### src/rtl/branch_ctrl.sv
// branch_ctrl: control-transfer sequencer feeding the program counter.
// Decodes a control op, evaluates its condition and, one cycle later,
// presents a relative or absolute transfer while squashing the
// fall-through instruction fetched in that cycle.
// Optional feature macro: BRANCH_CTRL_RETSTACK_EN enables the return-address
// stack and CALL/RET semantics; without it CALL acts as JMP and RET as NOP.
module branch_ctrl #(
    parameter int D     = 12,
    parameter int DEPTH = 4
) (
    input  logic                clk,
    input  logic                reset,
    input  logic                instr_valid,
    input  logic [2:0]          op,
    input  logic                cond_flag,
    input  logic signed [D-1:0] offset,
    input  logic [D-1:0]        abs_addr,
    input  logic [D-1:0]        prog_ctr,
    output logic                branch_en,
    output logic                reljump_en,
    output logic                absjump_en,
    output logic [D-1:0]        target,
    output logic                squash,
    output logic                stack_ovf,
    output logic                stack_unf
);

    localparam logic [2:0] OP_BRZ  = 3'b001;
    localparam logic [2:0] OP_JMP  = 3'b010;
    localparam logic [2:0] OP_CALL = 3'b011;
    localparam logic [2:0] OP_RET  = 3'b100;
    localparam logic [2:0] OP_BRNZ = 3'b101;

    typedef enum logic {RUN = 1'b0, XFER = 1'b1} state_t;

    state_t         state_p0, state_nxt;
    logic           take;
    logic           rel_sel;
    logic [D-1:0]   tgt_nxt;

    // The PC adds the target to pc_N+1, so the stored displacement is offset-1.
    function automatic logic [D-1:0] rel_target(input logic signed [D-1:0] off);
        return $unsigned(off) - {{(D-1){1'b0}}, 1'b1};
    endfunction

`ifdef BRANCH_CTRL_RETSTACK_EN
    localparam int AW = $clog2(DEPTH);
    localparam int CW = $clog2(DEPTH + 1);

    logic [D-1:0]  stk_mem [DEPTH];
    logic [CW-1:0] stk_cnt_p0;
    logic [CW-1:0] stk_top_idx;
    logic          stk_full;
    logic          stk_empty;
    logic          do_push;
    logic          do_pop;
    logic          set_ovf;
    logic          set_unf;
    logic [D-1:0]  ret_addr;

    assign stk_full    = (stk_cnt_p0 == CW'(DEPTH));
    assign stk_empty   = (stk_cnt_p0 == '0);
    assign stk_top_idx = stk_cnt_p0 - CW'(1);
    assign ret_addr    = prog_ctr + {{(D-1){1'b0}}, 1'b1};
`else
    logic unused_pc;
    assign unused_pc = ^prog_ctr;
`endif

    // Decode the presented op in RUN; XFER ignores the input stream.
    always_comb begin
        take    = 1'b0;
        rel_sel = 1'b0;
        tgt_nxt = '0;
`ifdef BRANCH_CTRL_RETSTACK_EN
        do_push = 1'b0;
        do_pop  = 1'b0;
        set_ovf = 1'b0;
        set_unf = 1'b0;
`endif
        if (state_p0 == RUN && instr_valid) begin
            case (op)
                OP_BRZ: begin
                    if (cond_flag) begin
                        take    = 1'b1;
                        rel_sel = 1'b1;
                        tgt_nxt = rel_target(offset);
                    end
                end
                OP_BRNZ: begin
                    if (!cond_flag) begin
                        take    = 1'b1;
                        rel_sel = 1'b1;
                        tgt_nxt = rel_target(offset);
                    end
                end
                OP_JMP: begin
                    take    = 1'b1;
                    tgt_nxt = abs_addr;
                end
                OP_CALL: begin
                    take    = 1'b1;
                    tgt_nxt = abs_addr;
`ifdef BRANCH_CTRL_RETSTACK_EN
                    if (stk_full) set_ovf = 1'b1;
                    else          do_push = 1'b1;
`endif
                end
                OP_RET: begin
`ifdef BRANCH_CTRL_RETSTACK_EN
                    if (stk_empty) begin
                        set_unf = 1'b1;
                    end else begin
                        take    = 1'b1;
                        do_pop  = 1'b1;
                        tgt_nxt = stk_mem[stk_top_idx[AW-1:0]];
                    end
`endif
                end
                default: ;
            endcase
        end
        state_nxt = take ? XFER : RUN;
    end

    // State register: XFER lasts exactly one cycle.
    always_ff @(posedge clk or negedge reset) begin
        if (!reset) state_p0 <= RUN;
        else        state_p0 <= state_nxt;
    end

    // Registered transfer outputs, high only during the XFER cycle.
    always_ff @(posedge clk or negedge reset) begin
        if (!reset) begin
            branch_en  <= 1'b0;
            reljump_en <= 1'b0;
            absjump_en <= 1'b0;
            squash     <= 1'b0;
            target     <= '0;
        end else begin
            branch_en  <= take;
            reljump_en <= take & rel_sel;
            absjump_en <= take & ~rel_sel;
            squash     <= take;
            target     <= tgt_nxt;
        end
    end

`ifdef BRANCH_CTRL_RETSTACK_EN
    // Stack occupancy and sticky error flags.
    always_ff @(posedge clk or negedge reset) begin
        if (!reset) begin
            stk_cnt_p0 <= '0;
            stack_ovf  <= 1'b0;
            stack_unf  <= 1'b0;
        end else begin
            if (do_push)     stk_cnt_p0 <= stk_cnt_p0 + CW'(1);
            else if (do_pop) stk_cnt_p0 <= stk_cnt_p0 - CW'(1);
            if (set_ovf) stack_ovf <= 1'b1;
            if (set_unf) stack_unf <= 1'b1;
        end
    end

    // Return-address storage; contents are only meaningful below the count.
    always_ff @(posedge clk) begin
        if (do_push) stk_mem[stk_cnt_p0[AW-1:0]] <= ret_addr;
    end
`else
    assign stack_ovf = 1'b0;
    assign stack_unf = 1'b0;
`endif

endmodule

### config.mk
export PLATFORM = sky130hd
export DESIGN_NAME = branch_ctrl
export DESIGN_NICKNAME = d
export VERILOG_FILES = /design/src/rtl/branch_ctrl.sv
export SDC_FILE = /design/constraint.sdc
export NUM_CORES = 1
export LEC_CHECK = 0
export ABC_AREA = 1
export BUFFER_PORTS_ARGS = -buffer_cell sky130_fd_sc_hd__buf_4
export CAP_MARGIN = 5
export CORE_MARGIN = 2
export CORE_UTILIZATION = 36
export CTS_CLUSTER_SIZE = 40
export DETAILED_ROUTE_END_ITERATION = 7
export HOLD_SLACK_MARGIN = 0.06
export PLACE_DENSITY = 0.82
export SLEW_MARGIN = 10
export SYNTH_ARGS = -nofsm -noshare
export SYNTH_HDL_FRONTEND = slang
export SYNTH_SLANG_ARGS = --single-unit
### constraint.sdc
create_clock -name clk -period 1.3 [get_ports clk]
set_clock_uncertainty 0.05 [all_clocks]
set_input_delay 0.195 -clock clk [delete_from_list [all_inputs] [get_ports clk]]
set_output_delay 0.195 -clock clk [all_outputs]
set_load 0.02 [all_outputs]
# Word-level counts from Yosys, hierarchy flattened
# Cells that the tools add are included.
[totals] register_bits=16 input_bits=43
[op_classes] add_sub_neg=1 n_eq_ne=4 mux=11 bitwise=4 reduce_logical=2
[ops] operator="2-to-1 mux 12 bit" n=3
[ops] operator="one-hot mux 12 bit (3 select lines)" n=1
[ops] operator="subtractor 12 x 1 -> 12 bit (second input constant)" n=1
[ops] operator="equality test 3 x 2 -> 1 bit (second input constant)" n=2
[ops] operator="2-to-1 mux 1 bit" n=5
[ops] operator="equality test 3 x 1 -> 1 bit (second input constant)" n=1
[ops] operator="equality test 3 bit (second input constant)" n=1
[ops] operator="one-hot mux 1 bit (3 select lines)" n=1
[ops] operator="AND 1 bit" n=2
[ops] operator="inverter 1 bit" n=2
[ops] operator="one-hot mux 1 bit (2 select lines)" n=1
[ops] operator="OR reduction 2 bit" n=1
[ops] operator="logical AND 1 bit" n=1

# Logic depth before layout (Yosys ltp)
[logic_depth] ltp_word=5 depth_mapped=8 depth_no_buf=8

# Worst setup path before layout
# OpenSTA, ideal clock, no wires.
[synth_timing] path_type="register -> register" start="reg, netlist name squash" end="reg target[7]" arrival_time_ns=1.054 path_slack_ns=0.122 stages_incl_launch_ff=7 path_cell_list="dfrtp_1 -> nor2_2 -> inv_1 -> nor2_4 -> buf_6 -> nand2_1 -> o21ai_2"
[synth_lines] element="end signal: assignment" line_no="145" source="target <= tgt_nxt;"
[synth_lines] element="end: declaration" line_no="22" source="output logic [D-1:0] target,"

==> results.md <==
* Core area at 0.002432 mm2
* TritonCTS buffer count at 3
* Number of global-route vias before repair at 754
* Fin worst setup slack at 75.97 ps
* First-pass GRT wire length at 3.042 mm
* CP peak stage delay at 420 ps
* GPL Wtd Cong at 0.8149
* Multiplexer share of the synthesized area at 0
* Peak VDD IR at 0.0004450 V
* Period utilization at 0.9416
* DR vias/cell at 4.345
* Tot Pwr at 1.003 mW
* Post-Syn Instances at 123
* Reg area at 375.4 um2
* Cell taking the most area after synthesis: dfrtp_1
* Slowest CP cell: dfrtp_1
* Fin util at 0.5463
* Clk slew on worst S/H paths at 80 ps
* Drt initial violations at 11
* Max-Cap Viols at 0
* Largest family of logic cells by synthesized area: simple AND/OR/NAND/NOR gates
* Minimum clock period at 1224 ps
* CTS tree: built
* P_int at 0.7308 mW
* P&R area growth vs syn at 46.28%
* Crit path kind: register to register
* CTS Buffer Depth at 2
* Placed cells at 198
* Crit-path cells: nor2_2 -> inv_1 -> nor2_4 -> buf_12 -> nand2_1 -> o21ai_2
* Pin count of the biggest net entering global routing at 16
* Netlist cell types at 19
* Setup TNS at 0 ps
* Crit-path max FO at 10
* Dpl ws at 21.33 ps
* Post-Syn Area per Cell at 7.385 um2
* Die area at 0.002941 mm2
* Pleak at 0.7417 nW
* Share of cells above drive strength 1 at 0.3642
* Post-synthesis simple-gate area fraction at 0.3719
* Initial antenna violation count at 0
* Initial Util at 0.3735
* Avg WL per Cell at 9.537 um
* Die Width at 54.23 um
* CP endpoint kind: register
* PortBufs at 46
* Fmax at 817.0 MHz
* CTS H-tree lvls at 1
* Synth Area in Compound Gates at 0.04959
* # Post-CTS Setup Buffers at 0
* DP HPWL at 1.674 mm
* #FFs+latches synth at 15
* Status: complete, no violations
* Non-Filler Instances at 203
* Total Routed Length at 1.936 mm
* Worst Hold Class: primary input to register
* Xor and xnor area share after synthesis at 0.01928
* Switching part of the total at 0.2716
* Yosys Warn Count at 0
* Area of the multi-input gates at 420.4 um2
* Diode count at 0
* Worst path buffer plus inverter count at 2
* Top cell type's share of synthesized area at 0.4132
* Clock root buffer: clkbuf_4
* PwrDens at 755.0 mW/mm2
* Comb power frac at 0.262
* # IOs at 61
* Worst path required time at 1450 ps
* Final Max Tran Viols at 0
* Via count at 882
* Final ANT Viol Nets at 0
* Overflow after GRT at 0
* Sw power at 0.2725 mW
* Clock Power Share at 0.247
* Clk_lat worst skew at 280 ps
* Synthesized area at 908.4 um2
* Final setup vio count at 0
* CTS Sinks at 15
* Ranking of synthesized cells by area: dfrtp_1, nand2_1, inv_1
* Post-synthesis sequential area ratio at 0.4132
* Sequential power share at 0.491
* Hold Vio Cnt, Final at 0
* Arr. time, crit path at 1380 ps
* Drt drc at 0
* Delay-heaviest family, CP: flip-flops
* Global Route Usage Sum at 0.1441
* Nets at 218
* Startpoint Class: register
* Synth Area in Adders at 0.01377
* Rows at 18
* # fillers at 223
* Chip Height at 54.23 um
* Drt pass-1 iters at 4
[layout make-up]
cell class	instances	share of cell area
Timing Repair Buffer	50	0.2938
Multi-Input combinational cell	84	0.3164
Tap cell	30	0.02825
Sequential cell	15	0.2825
Clock buffer	4	0.01977
Inverter	20	0.05932
[cells in the mapped netlist]
library cell	count
ha_1	1
nand2_1	41
buf_6	1
dfrtp_1	15
nand3_2	2
o21bai_1	1
buf_4	4
nand4_1	2
nand3_1	12
o21ai_2	2
xor2_1	1
xnor2_1	1
conb_1	1
nor2_2	2
nor2_1	9
inv_1	20
nand2_4	1
o21ai_0	4
nor2_4	3
[flip-flops by register name (all words and copies together), names as in the netlist]
| signal | flops |
|---|---|
| target | 12 |
| absjump_en | 1 |
| reljump_en | 1 |
| squash | 1 |
[cells in the final DEF (no fill, tap or decap)]
cell           count
nor2_1             9
buf_12             1
nand3_1           12
clkbuf_1           1
xor2_1             1
o21ai_1            1
o21ai_0            3
nand2_4            1
nand2_1           41
nand3_2            2
buf_4             48
o21ai_2            2
dlygate4sd3_1      1
nor2_4             3
o21bai_1           1
nand4_1            2
conb_1             2
inv_1             19
clkbuf_4           3
nor2_2             2
dfrtp_1           15
clkinvlp_4         1
xnor2_1            1
ha_1               1
[power by group through the flow]
stage                     Clock, mW  Combinational (mW)  Sequential [mW]
after detailed placement          0               0.259            0.502
final                         0.248               0.262            0.493
after floorplan                   0              0.0984            0.528
after global placement            0               0.254            0.501
after global routing          0.273               0.290            0.494
after CTS                     0.248               0.262            0.492
[metal layers]
metal | wire [um] | global-route usage | vias up
met5 | 0 | 0 | -
met4 | 12 | 0.08333 | 0
met3 | 77 | 0.01639 | 2
met2 | 1083 | 0.2550 | 20
met1 | 763 | 0.1661 | 387
li1 | - | - | 473
[path summary, 6_finish.rpt]
kind	startpoint	endpoint	cells past startpoint	slack [ps]
max	squash	target[7]	6	80
min in group asynchronous	reset	target[3]	2	240
min reg2reg	squash	target[3]	3	630
max in group asynchronous	reset	target[7]	2	790
max reg2reg	squash	target[7]	6	80
min	abs_addr[4]	target[4]	3	70
[metrics by stage]
step                      area [um2]  hold slack [ps]
final                           1329            74.86
after global routing            1329            67.28
after CTS                       1325            73.65
after detailed placement        1289           0.5399
after global placement          1289           -1.795
after floorplan                912.1           -150.6
[cells by family after synthesis]
| family | count (synthesis) |
|---|---|
| AO/OA/AOI/OAI | 7 |
| XOR/XNOR | 2 |
| adder cells (fa/ha/maj) | 1 |
| buffers and inverters | 25 |
| flip-flops | 15 |
| other | 1 |
| AND/OR/NAND/NOR | 72 |
[worst min-delay path, stage by stage]
cell	delay, ps
buf_4	80
nand2_1	40
nand2_1	50
[what timing repair did]
item / 4_1_cts / 5_1_grt
hold buffers: 1 / 0
endpoints found under the setup margin: 0 / 11
resized for setup: 0 / 2
endpoints found under the hold margin: 15 / 0
Note: power is estimated with default switching activity, not from simulation.
